===== src/rtl/sc_matrix_decoder.sv =====
// sc_matrix_decoder: converts NUM_STREAMS stochastic bitstreams back into
// binary counts over a window of 2^LEN_LOG2 valid samples. All counts are
// presented together on a valid/ready output.
//
// Optional build macro: SC_DECODE_BIPOLAR_EN
//   undefined : out_data holds unsigned ones-counts, CW = LEN_LOG2+1
//   defined   : out_data holds 2*count - 2^LEN_LOG2 (two's complement),
//               CW = LEN_LOG2+2
//
// state | meaning
// ------+----------------------------------------------------------
// IDLE  | waiting for start; samples are dropped
// ACCUM | counting ones on every valid sample; busy=1
// HOLD  | result held on out_data with out_valid=1 until handshake
module sc_matrix_decoder #(
  parameter int NUM_STREAMS = 16,
  parameter int LEN_LOG2    = 8,
`ifdef SC_DECODE_BIPOLAR_EN
  localparam int CW = LEN_LOG2 + 2
`else
  localparam int CW = LEN_LOG2 + 1
`endif
) (
  input  logic                      clk,
  input  logic                      rst,
  input  logic                      start,
  input  logic                      in_valid,
  input  logic [NUM_STREAMS-1:0]    streams_in,
  output logic                      busy,
  output logic                      out_valid,
  input  logic                      out_ready,
  output logic [NUM_STREAMS*CW-1:0] out_data
);

  // Raw ones-count width; holds 0..2^LEN_LOG2 inclusive in either build.
  localparam int CNT_W = LEN_LOG2 + 1;

  typedef enum logic [1:0] {
    IDLE  = 2'd0,
    ACCUM = 2'd1,
    HOLD  = 2'd2
  } state_t;

  state_t                state;
  state_t                state_next;
  logic [CNT_W-1:0]      cnt      [NUM_STREAMS];
  logic [CNT_W-1:0]      cnt_next [NUM_STREAMS];
  logic [LEN_LOG2-1:0]   samp_cnt;
  logic [NUM_STREAMS*CW-1:0] result;
  logic                  accept;
  logic                  last_sample;
  logic                  handshake;
  logic                  clear;

  assign accept      = (state == ACCUM) && in_valid;
  assign last_sample = accept && (samp_cnt == {LEN_LOG2{1'b1}});
  assign handshake   = (state == HOLD) && out_ready;
  // A new window opens from IDLE, or straight out of HOLD when the result
  // is taken on the same cycle start is seen (no IDLE bubble).
  assign clear       = ((state == IDLE) && start) || (handshake && start);

  assign busy      = (state == ACCUM);
  assign out_valid = (state == HOLD);

  // State register.
  always_ff @(posedge clk or negedge rst) begin
    if (!rst) begin
      state <= IDLE;
    end else begin
      state <= state_next;
    end
  end

  // Next-state logic.
  always_comb begin
    state_next = state;
    case (state)
      IDLE: begin
        if (start) state_next = ACCUM;
      end
      ACCUM: begin
        if (last_sample) state_next = HOLD;
      end
      HOLD: begin
        if (out_ready) state_next = start ? ACCUM : IDLE;
      end
      default: state_next = IDLE;
    endcase
  end

  // Counts including the current sample, and their output encoding. The
  // final sample is folded in here so it lands in out_data on the same edge.
  always_comb begin
    result = '0;
    for (int k = 0; k < NUM_STREAMS; k++) begin
      cnt_next[k] = cnt[k] + CNT_W'(streams_in[k]);
`ifdef SC_DECODE_BIPOLAR_EN
      result[k*CW +: CW] = {cnt_next[k], 1'b0} - CW'(2**LEN_LOG2);
`else
      result[k*CW +: CW] = cnt_next[k];
`endif
    end
  end

  // Per-stream and sample counters.
  always_ff @(posedge clk or negedge rst) begin
    if (!rst) begin
      samp_cnt <= '0;
      for (int k = 0; k < NUM_STREAMS; k++) cnt[k] <= '0;
    end else if (clear) begin
      samp_cnt <= '0;
      for (int k = 0; k < NUM_STREAMS; k++) cnt[k] <= '0;
    end else if (accept) begin
      // Wraps to zero exactly on the last sample of the window.
      samp_cnt <= samp_cnt + LEN_LOG2'(1);
      for (int k = 0; k < NUM_STREAMS; k++) cnt[k] <= cnt_next[k];
    end
  end

  // Result register, loaded only at the window end and held through HOLD.
  always_ff @(posedge clk or negedge rst) begin
    if (!rst) begin
      out_data <= '0;
    end else if (last_sample) begin
      out_data <= result;
    end
  end

endmodule


===== config.mk =====
export PLATFORM = sky130hd
export DESIGN_NAME = sc_matrix_decoder
export DESIGN_NICKNAME = d
export VERILOG_FILES = /design/src/rtl/sc_matrix_decoder.sv
export SDC_FILE = /design/constraint.sdc
export NUM_CORES = 1
export LEC_CHECK = 0
export CAP_MARGIN = 10
export CORE_UTILIZATION = 50
export CTS_CLUSTER_SIZE = 28
export DETAILED_ROUTE_END_ITERATION = 7
export DONT_BUFFER_PORTS = 1
export PLACE_DENSITY = 0.71
export SYNTH_ARGS = -nofsm -noshare
export SYNTH_HDL_FRONTEND = slang
export SYNTH_SLANG_ARGS = --single-unit

===== constraint.sdc =====
create_clock -name clk -period 2.95 [get_ports clk]
set_input_delay 0.4425 -clock clk [delete_from_list [all_inputs] [get_ports clk]]
set_output_delay 0.4425 -clock clk [all_outputs]
set_load 0.05 [all_outputs]

== After elaboration in Yosys (flattened, before gate mapping) ==
Cells that the tools add are included.

* Bits in registers: 298
* RAM bits: 0
* Memory bits (read-only): 0
* Latch bits: 0
* Memories kept: 0

* $add $sub $neg: 17
* Multiplexer cells: 9
* Reductions and logical operators: 9
* Multiply operators: 0
* Bitwise gates (word level): 0
* Div/mod/pow operators: 0
* Equality and inequality tests: 6
* $lt $le $gt $ge: 0
* Shift operators: 0

{| class="wikitable"
|+ Operator list
! operator !! count
|-
| $mux W144 || 2
|-
| $add A9 B1 Y9 || 16
|-
| $mux W8 || 2
|-
| $add A8 B1 Y8 const B || 1
|-
| $eq A8 B8 Y1 const B || 1
|-
| $mux W2 || 3
|-
| $pmux W2 S3 || 1
|-
| $logic_and A1 B1 Y1 || 5
|-
| $ne A2 B1 Y1 const B || 2
|-
| $reduce_and A3 Y1 || 1
|-
| $eq A2 B1 Y1 const B || 1
|-
| $eq A2 B2 Y1 const B || 1
|-
| $logic_not A2 Y1 || 1
|-
| $ne A2 B2 Y1 const B || 1
|-
| $reduce_bool A2 Y1 || 1
|-
| $logic_or A1 B1 Y1 || 1
|-
| $mux W1 || 1
|}

== Depth between registers and ports, before layout ==
Gate-level depths: netlist of the first run.

* Depth after elaboration: 5
* Depth in mapped cells: 9
* Gate-level depth less buffers: 6

== Worst setup path after synthesis of the first run ==
OpenSTA, ideal clock, no wires.

* Kind: reg-to-reg
* From: register samp_cnt[0]
* To: register out_data[100]
* Stages on the path, launching flop included: 8
* Arrival: 1.766 ns
* Period minus slack after synthesis: 1.892 ns
* Path slack: 1.058 ns
* Setup time: 0.125 ns
* Cell sequence: dfrtp_1 -> ha_1 -> nand2_1 -> or4_4 -> buf_6 -> buf_6 -> buf_6 -> mux2_4

* Cells in the longest elaborated chain, start to end: 2

{| class="wikitable"
|+ RTL lines
! element !! line !! text
|-
| from (decl) || 48 || <nowiki>logic [LEN_LOG2-1:0] samp_cnt;</nowiki>
|-
| from (signal assigned) || 115 || <nowiki>samp_cnt <= samp_cnt + LEN_LOG2'(1);</nowiki>
|-
| $eq A8 B8 Y1 || 56 || <nowiki>assign last_sample = accept && (samp_cnt == {LEN_LOG2{1'b1}});</nowiki>
|-
| $logic_and A1 B1 Y1 || 56 ||
|-
| to (signal assigned) || 125 || <nowiki>out_data <= result;</nowiki>
|-
| to (decl) || 32 || <nowiki>output logic [NUM_STREAMS*CW-1:0] out_data</nowiki>
|}

No other way between the ends.
A chain may end at the register's enable or synchronous reset.

== Final worst setup path of the first run ==
* From: register state[1]
* To: register out_data[54]

* Cells in the longest elaborated chain, start to end: 3

{| class="wikitable"
|+ RTL lines
! element !! line !! text
|-
| from (decl) || 44 || <nowiki>state_t state;</nowiki>
|-
| from (signal assigned) || 70 || <nowiki>state <= state_next;</nowiki>
|-
| $eq A2 B1 Y1 || 55 || <nowiki>assign accept = (state == ACCUM) && in_valid;</nowiki>
|-
| $logic_and A1 B1 Y1 || 55 ||
|-
| $logic_and A1 B1 Y1 || 56 ||
|}

No other way between the ends.

==> results by group, run 1 <==
Floorplan
  • Starting Density: 51.4%
  • Die Y: 169 um
  • Core area: 0.0271 mm^2
  • DIE AREA: 0.0285 mm^2
  • I/O pin cnt: 167
  • Row cnt: 60
  • Die W: 169 um

Power
  • Leak: 6.60 nW
  • Power per Cell Area: 656 mW/mm^2
  • VDD IR max: 0.000472 V
  • Overall Power: 9.89 mW

Worst hold path
  • Hold Path Class: in2async

Synthesis
  • Mapped cell area: 0.0139 mm^2
  • Post-synth EDFFs: 0
  • Cells after synthesis: 1367
  • Sequential fraction of the synthesis area: 53.6%
  • Mapped Avg Cell Area: 10.2 um^2
  • FF+latch count, synth: 298
  • Syn nets: 1421
  • Dominant synthesized flop cell: dfrtp_1
  • Synth unique cells: 35
  • Asr flop ratio synth: 100%
  • Synth warn: 0

Clock network
  • Worst-Skew Late Latency: 540 ps
  • H-tree Lvls: 1
  • CTS tree: done
  • Maximum clock path buffer count: 3
  • Num CTS Buffers: 31
  • Root Buffer: clkbuf_16
  • Clk sink count: 298
  • Clock transition at path regs: 60 ps
  • Post-cts hold buffer count: 1

Timing
  • Skew final: 8.76 ps
  • Worst hold slack: -401 ps
  • Worst slew pin tran: 1110 ps
  • Worst setup margin: 687 ps
  • Fmax: 0.442 GHz
  • Final period util: 76.7%
  • Slew margin rel.: 25.2%
  • Crit path time final: 2260 ps
  • Final setup TNS: 0 ps
  • Unrepaired setup endpoints after global routing: false
  • Final setup violation count: 0
  • Final hold violation count: 298
  • Final Slew Violations: 0

Setup path
  • Critical Path End Type: flop
  • Critical Path AT: 2680 ps
  • CP startpoint kind: flop
  • WS Path Type: reg2reg
  • Worst EP required: 3370 ps
  • Crit path max fanout: 129

Drt
  • First DRT Iteration DRCs: 740
  • Vias: 9535
  • Via density: 5.59
  • Wire length on met1: 13400 um
  • Met2 WL: 13000 um
  • Antenna Violating Nets Remaining: 0
  • Met3 wire len: 1750 um
  • DRC: 0
  • Wirelength per Cell: 16.8 um
  • Max Used Layer: met4
  • Pre-antenna DRT Iters: 4
  • Routed wire length: 28600 um

Place
  • Placed cell area: 0.0141 mm^2
  • DP HPWL: 17400 um
  • # port buffers: 0
  • Dpl ws: 762 ps
  • Routability Congestion: 0.757

Final layout
  • Share of post-route cells with drive strength above 1: 6.67%
  • Final core area utilization: 55.6%
  • Fin nets: 1374
  • Antenna Cells: 0
  • Fin area: 0.0151 mm^2
  • Most common cell after layout, fill and taps aside: dfrtp_1
  • Most frequent cells in the layout: dfrtp_1 (298), nand2_1 (196), o21ai_0 (137), o21ai_1 (113), xnor2_1 (62)
  • P&R area growth vs syn: 8.29%
  • Fillers: 2314

Global routing
  • Vias in the first global route: 9438
  • Initial antenna violation count: 0
  • Grt ovf: 0
  • Largest net degree at the start of global routing: 299
  • Global-route wire length before repair: 48200 um
  • GRT Util Overall: 20.5%

Status
  • Status: complete, but fails checks
  • Violations in the final reports: hold timing

Run
  • # Max-Cap Violations: 0
==> repair_timing <==
action / in CTS / in global routing
resized for setup: 0 / 0
setup buffers: 0 / 0
endpoints found under the hold margin: 299 / 298
==> per-layer routing <==
layer  vias up  track usage, %
li1       4664               -
met1      4640            28.7
met2       192            31.9
met3        39            4.93
met4         0            5.18
met5         -               0
==> where the power goes <==
| part | switching [mW] | leakage, nW | internal, mW |
|---|---|---|---|
| registers | 0.364 | 4.10 | 4.42 |
| clock network | 1.54 | 0.474 | 2.24 |
| logic | 0.731 | 2.03 | 0.589 |
| total | 2.64 | 6.60 | 7.26 |
==> final timing paths <==
kind | end | start | cells after the start | slack, ps
hold reg to reg | cnt[135] | cnt[135] | 1 | 500
hold / removal | out_data[30] | rst | 0 | -400
setup / recovery | out_data[54] | state[1] | 4 | 690
setup reg to reg | out_data[54] | state[1] | 4 | 690
min in group clk | cnt[72] | streams_in[7] | 2 | 180
max in group asynchronous | out_data[47] | rst | 0 | 2670
==> cell type report <==
cell class | instances | area (um^2) | share of cell area, %
Sequential cell | 298 | 7460 | 49.5
Timing Repair Buffer | 11 | 160 | 1.06
Tap cell | 372 | 465 | 3.09
Inverter | 24 | 90.1 | 0.598
Multi-Input combinational cell | 954 | 5930 | 39.4
Clock inverter | 5 | 77.6 | 0.515
Clock buffer | 43 | 891 | 5.91
==> metrics by stage <==
stage | std cells | hold WS, ps
after detailed placement | 1658 | 155
after global routing | 1707 | -436
after global placement | 1658 | 155
after CTS | 1707 | -440
after floorplan | 1367 | 147
final | 1707 | -401
==> critical path: stages, from the launching register on <==
cell and delay, ps:
dfrtp_1 410, nand3b_4 320, or4_4 620, buf_12 220, mux2_4 400
==> synth_stat cells (all sizes together) (5+ instances only) <==
library cell	count	area share, %
o31ai	36	1.9
nand4	18	0.81
o21ai	250	9.0
a21oi	49	1.8
nor3	5	0.18
nand3	41	1.5
buf	26	1.5
and2	9	0.40
ha	33	3.0
and3	19	0.85
a22o	42	2.6
xor2	55	3.5
xnor2	62	3.9
nor2	50	1.3
dfrtp	298	54
mux2	32	3.5
and4	18	1.1
nand2	196	5.3
clkbuf	65	1.8
inv	24	0.65
or3	19	0.85
==> cell families after synthesis <==
family	after synthesis	synth area share [%]
buffers and inverters	115	3.89
XOR/XNOR	117	7.36
flip-flops	298	53.6
adder cells (fa/ha/maj)	33	2.97
AO/OA/AOI/OAI	389	15.9
AND/OR/NAND/NOR	383	12.9
multiplexers	32	3.45
==> flip-flops by register name, indices dropped and copies added (netlist names) <==
register  cells
state         2
cnt         144
samp_cnt      8
out_data    144
Power figures use the tool's default switching activity.
==> inputs of run 2 (changes only) <==
--- a/config.mk
+++ b/config.mk
@@ -5,6 +5,7 @@
 export SDC_FILE = /design/constraint.sdc
 export NUM_CORES = 1
 export LEC_CHECK = 0
+export ABC_AREA = 1
 export CAP_MARGIN = 10
 export CORE_UTILIZATION = 50
 export CTS_CLUSTER_SIZE = 28
==> constraint.sdc (replaced) <==
create_clock -name clk -period 2.3 [get_ports clk]
set_input_delay 0.345 -clock clk [delete_from_list [all_inputs] [get_ports clk]]
set_output_delay 0.345 -clock clk [all_outputs]
set_load 0.05 [all_outputs]
==> run 2 against run 1 <==
Compared with the run above:
- register-to-register slack lost 200 ps
- global-route usage grew 0.83 points
- highest routed layer unchanged
- the flow still finishes with violations (hold timing)
- synthesized cell count grew 28%
- core utilization grew 0.28 points
- count of clock-buffer cells in the layout grew 7
- wire length grew 4.5%
- sequential share of layout area shrank 1.8 points
==> results by group, run 2 <==
Synthesis
  • FF+latch count, synth: 298 (unchanged)
  • Dominant synthesized flop cell: dfrtp_1 (unchanged)
  • Synth unique cells: 26 (was 35)
  • Synth top area share: 52.0% (was 53.6%)
  • Yosys top cell by area: dfrtp_1 (unchanged)
  • Asr flop ratio synth: 100% (unchanged)
  • Post-synth EDFFs: 0 (unchanged)
  • Synth warn: 0 (unchanged)
  • Mapped Avg Cell Area: 8.22 um^2 (was 10.2 um^2)
  • Top-count cell post-synth: nand2_1 (was dfrtp_1)
  • Synth area leaders: dfrtp_1 (52%), nand2_1 (19%), inv_1 (4.6%) (was dfrtp_1 (54%), nand2_1 (5.3%), o21ai_0 (5.0%))
  • Synth top cells by count: nand2_1 (736), dfrtp_1 (298), inv_1 (174) (was dfrtp_1 (298), nand2_1 (196), o21ai_0 (138))
  • Sequential fraction of the synthesis area: 52.0% (was 53.6%)
  • Cells after synthesis: 1743 (was 1367)
  • Syn nets: 1797 (was 1421)
  • Mapped cell area: 0.0143 mm^2 (was 0.0139 mm^2)

Power
  • Leak: 8.26 nW (was 6.60 nW)
  • Logic pwr share: 13.5% (was 13.3%)
  • Internal power: 10.0 mW (was 7.26 mW)
  • Clock share of power: 39.4% (was 38.2%)
  • Sw Share: 28.5% (was 26.7%)
  • Power per Cell Area: 897 mW/mm^2 (was 656 mW/mm^2)
  • P_sw: 4.00 mW (was 2.64 mW)
  • Sequential share of power: 47.1% (was 48.4%)
  • VDD IR max: 0.000544 V (was 0.000472 V)

Setup path
  • Kind of cell adding the most delay to the critical path: simple AND/OR/NAND/NOR gates (unchanged)
  • Worst r2r path cells: 7 (was 4)
  • Slowest cell on crit path: dfrtp_1 (was or4_4)
  • Worst-path cell chain: ha_1, nand3_2, nor2_4, nand2_8, buf_4, nand2_1, o21ai_2 (was nand3b_4, or4_4, buf_12, mux2_4)
  • Cell count along the critical path: 7 (was 4)
  • CP startpoint kind: flop (unchanged)
  • WS Path Type: reg2reg (unchanged)
  • Crit path max fanout: 47 (was 129)
  • Critical Path End Type: flop (unchanged)
  • Crit path buf inv count: 1 (unchanged)
  • Flop-to-flop setup slack: 490 ps (was 690 ps)
  • Worst EP required: 2680 ps (was 3370 ps)
  • Crit-path max cell delay: 410 ps (was 620 ps)
  • Critical Path AT: 2190 ps (was 2680 ps)

Clock network
  • Post-CTS Setup Bufs: 0 (unchanged)
  • Num CTS Buffers: 34 (was 31)
  • CTS resizes: 0 (unchanged)
  • CTS tree: done (unchanged)
  • Clk sink count: 298 (unchanged)
  • Worst-Skew Late Latency: 500 ps (was 540 ps)
  • Maximum clock path buffer count: 3 (unchanged)
  • Clock transition at path regs: 60 ps (about the same)
  • Root Buffer: clkbuf_16 (unchanged)
  • H-tree Lvls: 2 (was 1)

Floorplan
  • Row cnt: 61 (was 60)
  • DIE AREA: 0.0293 mm^2 (was 0.0285 mm^2)
  • Die W: 171 um (was 169 um)
  • I/O pin cnt: 167 (unchanged)
  • Core area: 0.0280 mm^2 (was 0.0271 mm^2)
  • Die Y: 171 um (was 169 um)
  • Starting Density: 51.2% (was 51.4%)

Place
  • Placed cell area: 0.0145 mm^2 (was 0.0141 mm^2)
  • # port buffers: 0 (unchanged)
  • Routability Congestion: 0.809 (was 0.757)
  • Placed cell count: 2070 (was 1658)
  • Dpl ws: 492 ps (was 762 ps)
  • DP HPWL: 19100 um (was 17400 um)

Global routing
  • Vias in the first global route: 10600 (was 9438)
  • Grt ovf: 0 (unchanged)
  • GRT Util Overall: 21.3% (was 20.5%)
  • Global-route wire length before repair: 51100 um (was 48200 um)
  • Initial antenna violation count: 0 (unchanged)
  • Largest net degree at the start of global routing: 299 (unchanged)

Drt
  • DRC: 0 (unchanged)
  • Routed wire length: 29900 um (was 28600 um)
  • Vias: 10800 (was 9535)
  • Via density: 5.07 (was 5.59)
  • Wirelength per Cell: 14.0 um (was 16.8 um)
  • First DRT Iteration DRCs: 689 (was 740)
  • Pre-antenna DRT Iters: 5 (was 4)
  • Antenna Violating Nets Remaining: 0 (unchanged)

Timing
  • Final Slew Violations: 0 (unchanged)
  • Crit path time final: 1810 ps (was 2260 ps)
  • Skew final: 16.8 ps (was 8.76 ps)
  • Slew margin rel.: 54.9% (was 25.2%)
  • Unrepaired setup endpoints after global routing: false (unchanged)
  • Final setup violation count: 0 (unchanged)
  • Final setup TNS: 0 ps (unchanged)
  • Worst setup margin: 487 ps (was 687 ps)
  • Fmax: 0.551 GHz (was 0.442 GHz)
  • Worst hold slack: -452 ps (was -401 ps)
  • Worst slew pin tran: 676 ps (was 1110 ps)
  • Final period util: 78.8% (was 76.7%)
  • Final hold violation count: 298 (unchanged)

Final layout
  • Most common cell after layout, fill and taps aside: nand2_1 (was dfrtp_1)
  • Sequential cell area: 0.00746 mm^2 (unchanged)
  • Share of post-route cells with drive strength above 1: 6.27% (was 6.67%)
  • Fin nets: 1782 (was 1374)
  • Most frequent cells in the layout: nand2_1 (736), dfrtp_1 (298), inv_1 (174), nand3_1 (97), o21ai_0 (80) (was dfrtp_1 (298), nand2_1 (196), o21ai_0 (137), o21ai_1 (113), xnor2_1 (62))
  • Fillers: 2510 (was 2314)
  • Area of the multi-input gates: 0.00573 mm^2 (was 0.00593 mm^2)
  • P&R area growth vs syn: 9.25% (was 8.29%)
  • Antenna Cells: 0 (unchanged)
  • Fin area: 0.0157 mm^2 (was 0.0151 mm^2)
  • Non-Filler Instances: 2131 (was 1707)
  • Largest regs: cnt: 144 flops, out_data: 144 flops, samp_cnt: 8 flops (unchanged)

Status
  • Violations in the final reports: hold timing (unchanged)
  • Status: complete, but fails checks (unchanged)

Run
  • # Max-Cap Violations: 0 (unchanged)

Worst hold path
  • Hold Path Class: in2async (unchanged)
==> run 2: cell count changes after synthesis, moves of 36 or more <==
cell      delta
nand2_1    +540
inv_1      +150
o21ai_1     -72
o21ai_0     -58
nand3_1     +56
clkbuf_1    -47
a21oi_1     -46
a22o_1      -42
xnor2_1     -42
o31ai_1     -36
==> run 2: per-layer routing <==
layer / track usage (%) / wire length, um
met1: 28.5 / 13600
met3: 5.02 / 1940
met4: 5.51 / 498
met2: 34.7 / 13800
met5: 0 / 0
==> run 2: layout make-up <==
| class | count | area share (%) |
|---|---|---|
| Sequential cell | 298 | 47.6 |
| Multi-Input combinational cell | 1202 | 36.6 |
| Clock buffer | 50 | 6.74 |
| Inverter | 176 | 4.23 |
| Tap cell | 378 | 3.02 |
| Timing Repair Buffer | 16 | 1.09 |
| Clock inverter | 11 | 0.735 |
==> run 2: final timing paths <==
| kind | from | endpoint |
|---|---|---|
| max | samp_cnt[0] | out_data[135] |
| min | rst | out_data[123] |
| max reg2reg | samp_cnt[0] | out_data[135] |
| min reg2reg | cnt[36] | cnt[36] |
| max in group asynchronous | rst | out_data[44] |
| min in group clk | out_ready | state[1] |
==> run 2: kinds of logic (layout without fill, tap and decap cells) <==
group / Yosys count / count (layout) / share of synthesized area (%)
simple gates: 941 / 941 / 26.7
flops: 298 / 298 / 52.0
buf+inv: 243 / 253 / 8.13
compound gates: 180 / 180 / 7.33
xor+xnor: 48 / 48 / 2.93
fa+ha+maj: 33 / 33 / 2.88
==> run 2: power by group through the flow <==
stage          Combinational, mW  Clock [mW]  Sequential (mW)
6_report                    1.90        5.53             6.61
5_1_grt                     2.22        5.88             6.74
4_1_cts                     1.92        5.67             6.61
3_5_place_dp                1.90           0             6.69
3_3_place_gp                1.82           0             6.66
2_1_floorplan               1.60           0             6.50
==> run 2: per-stage QoR <==
| stage | power (mW) | hold WS, ps | util, % |
|---|---|---|---|
| 6_report | 14.0 | -452 | 55.9 |
| 5_1_grt | 14.8 | -479 | 55.9 |
| 4_1_cts | 14.2 | -478 | 55.9 |
| 3_5_place_dp | 8.59 | 59.4 | 51.7 |
| 3_3_place_gp | 8.48 | 62.8 | 51.7 |
| 2_1_floorplan | 8.10 | 49.4 | - |
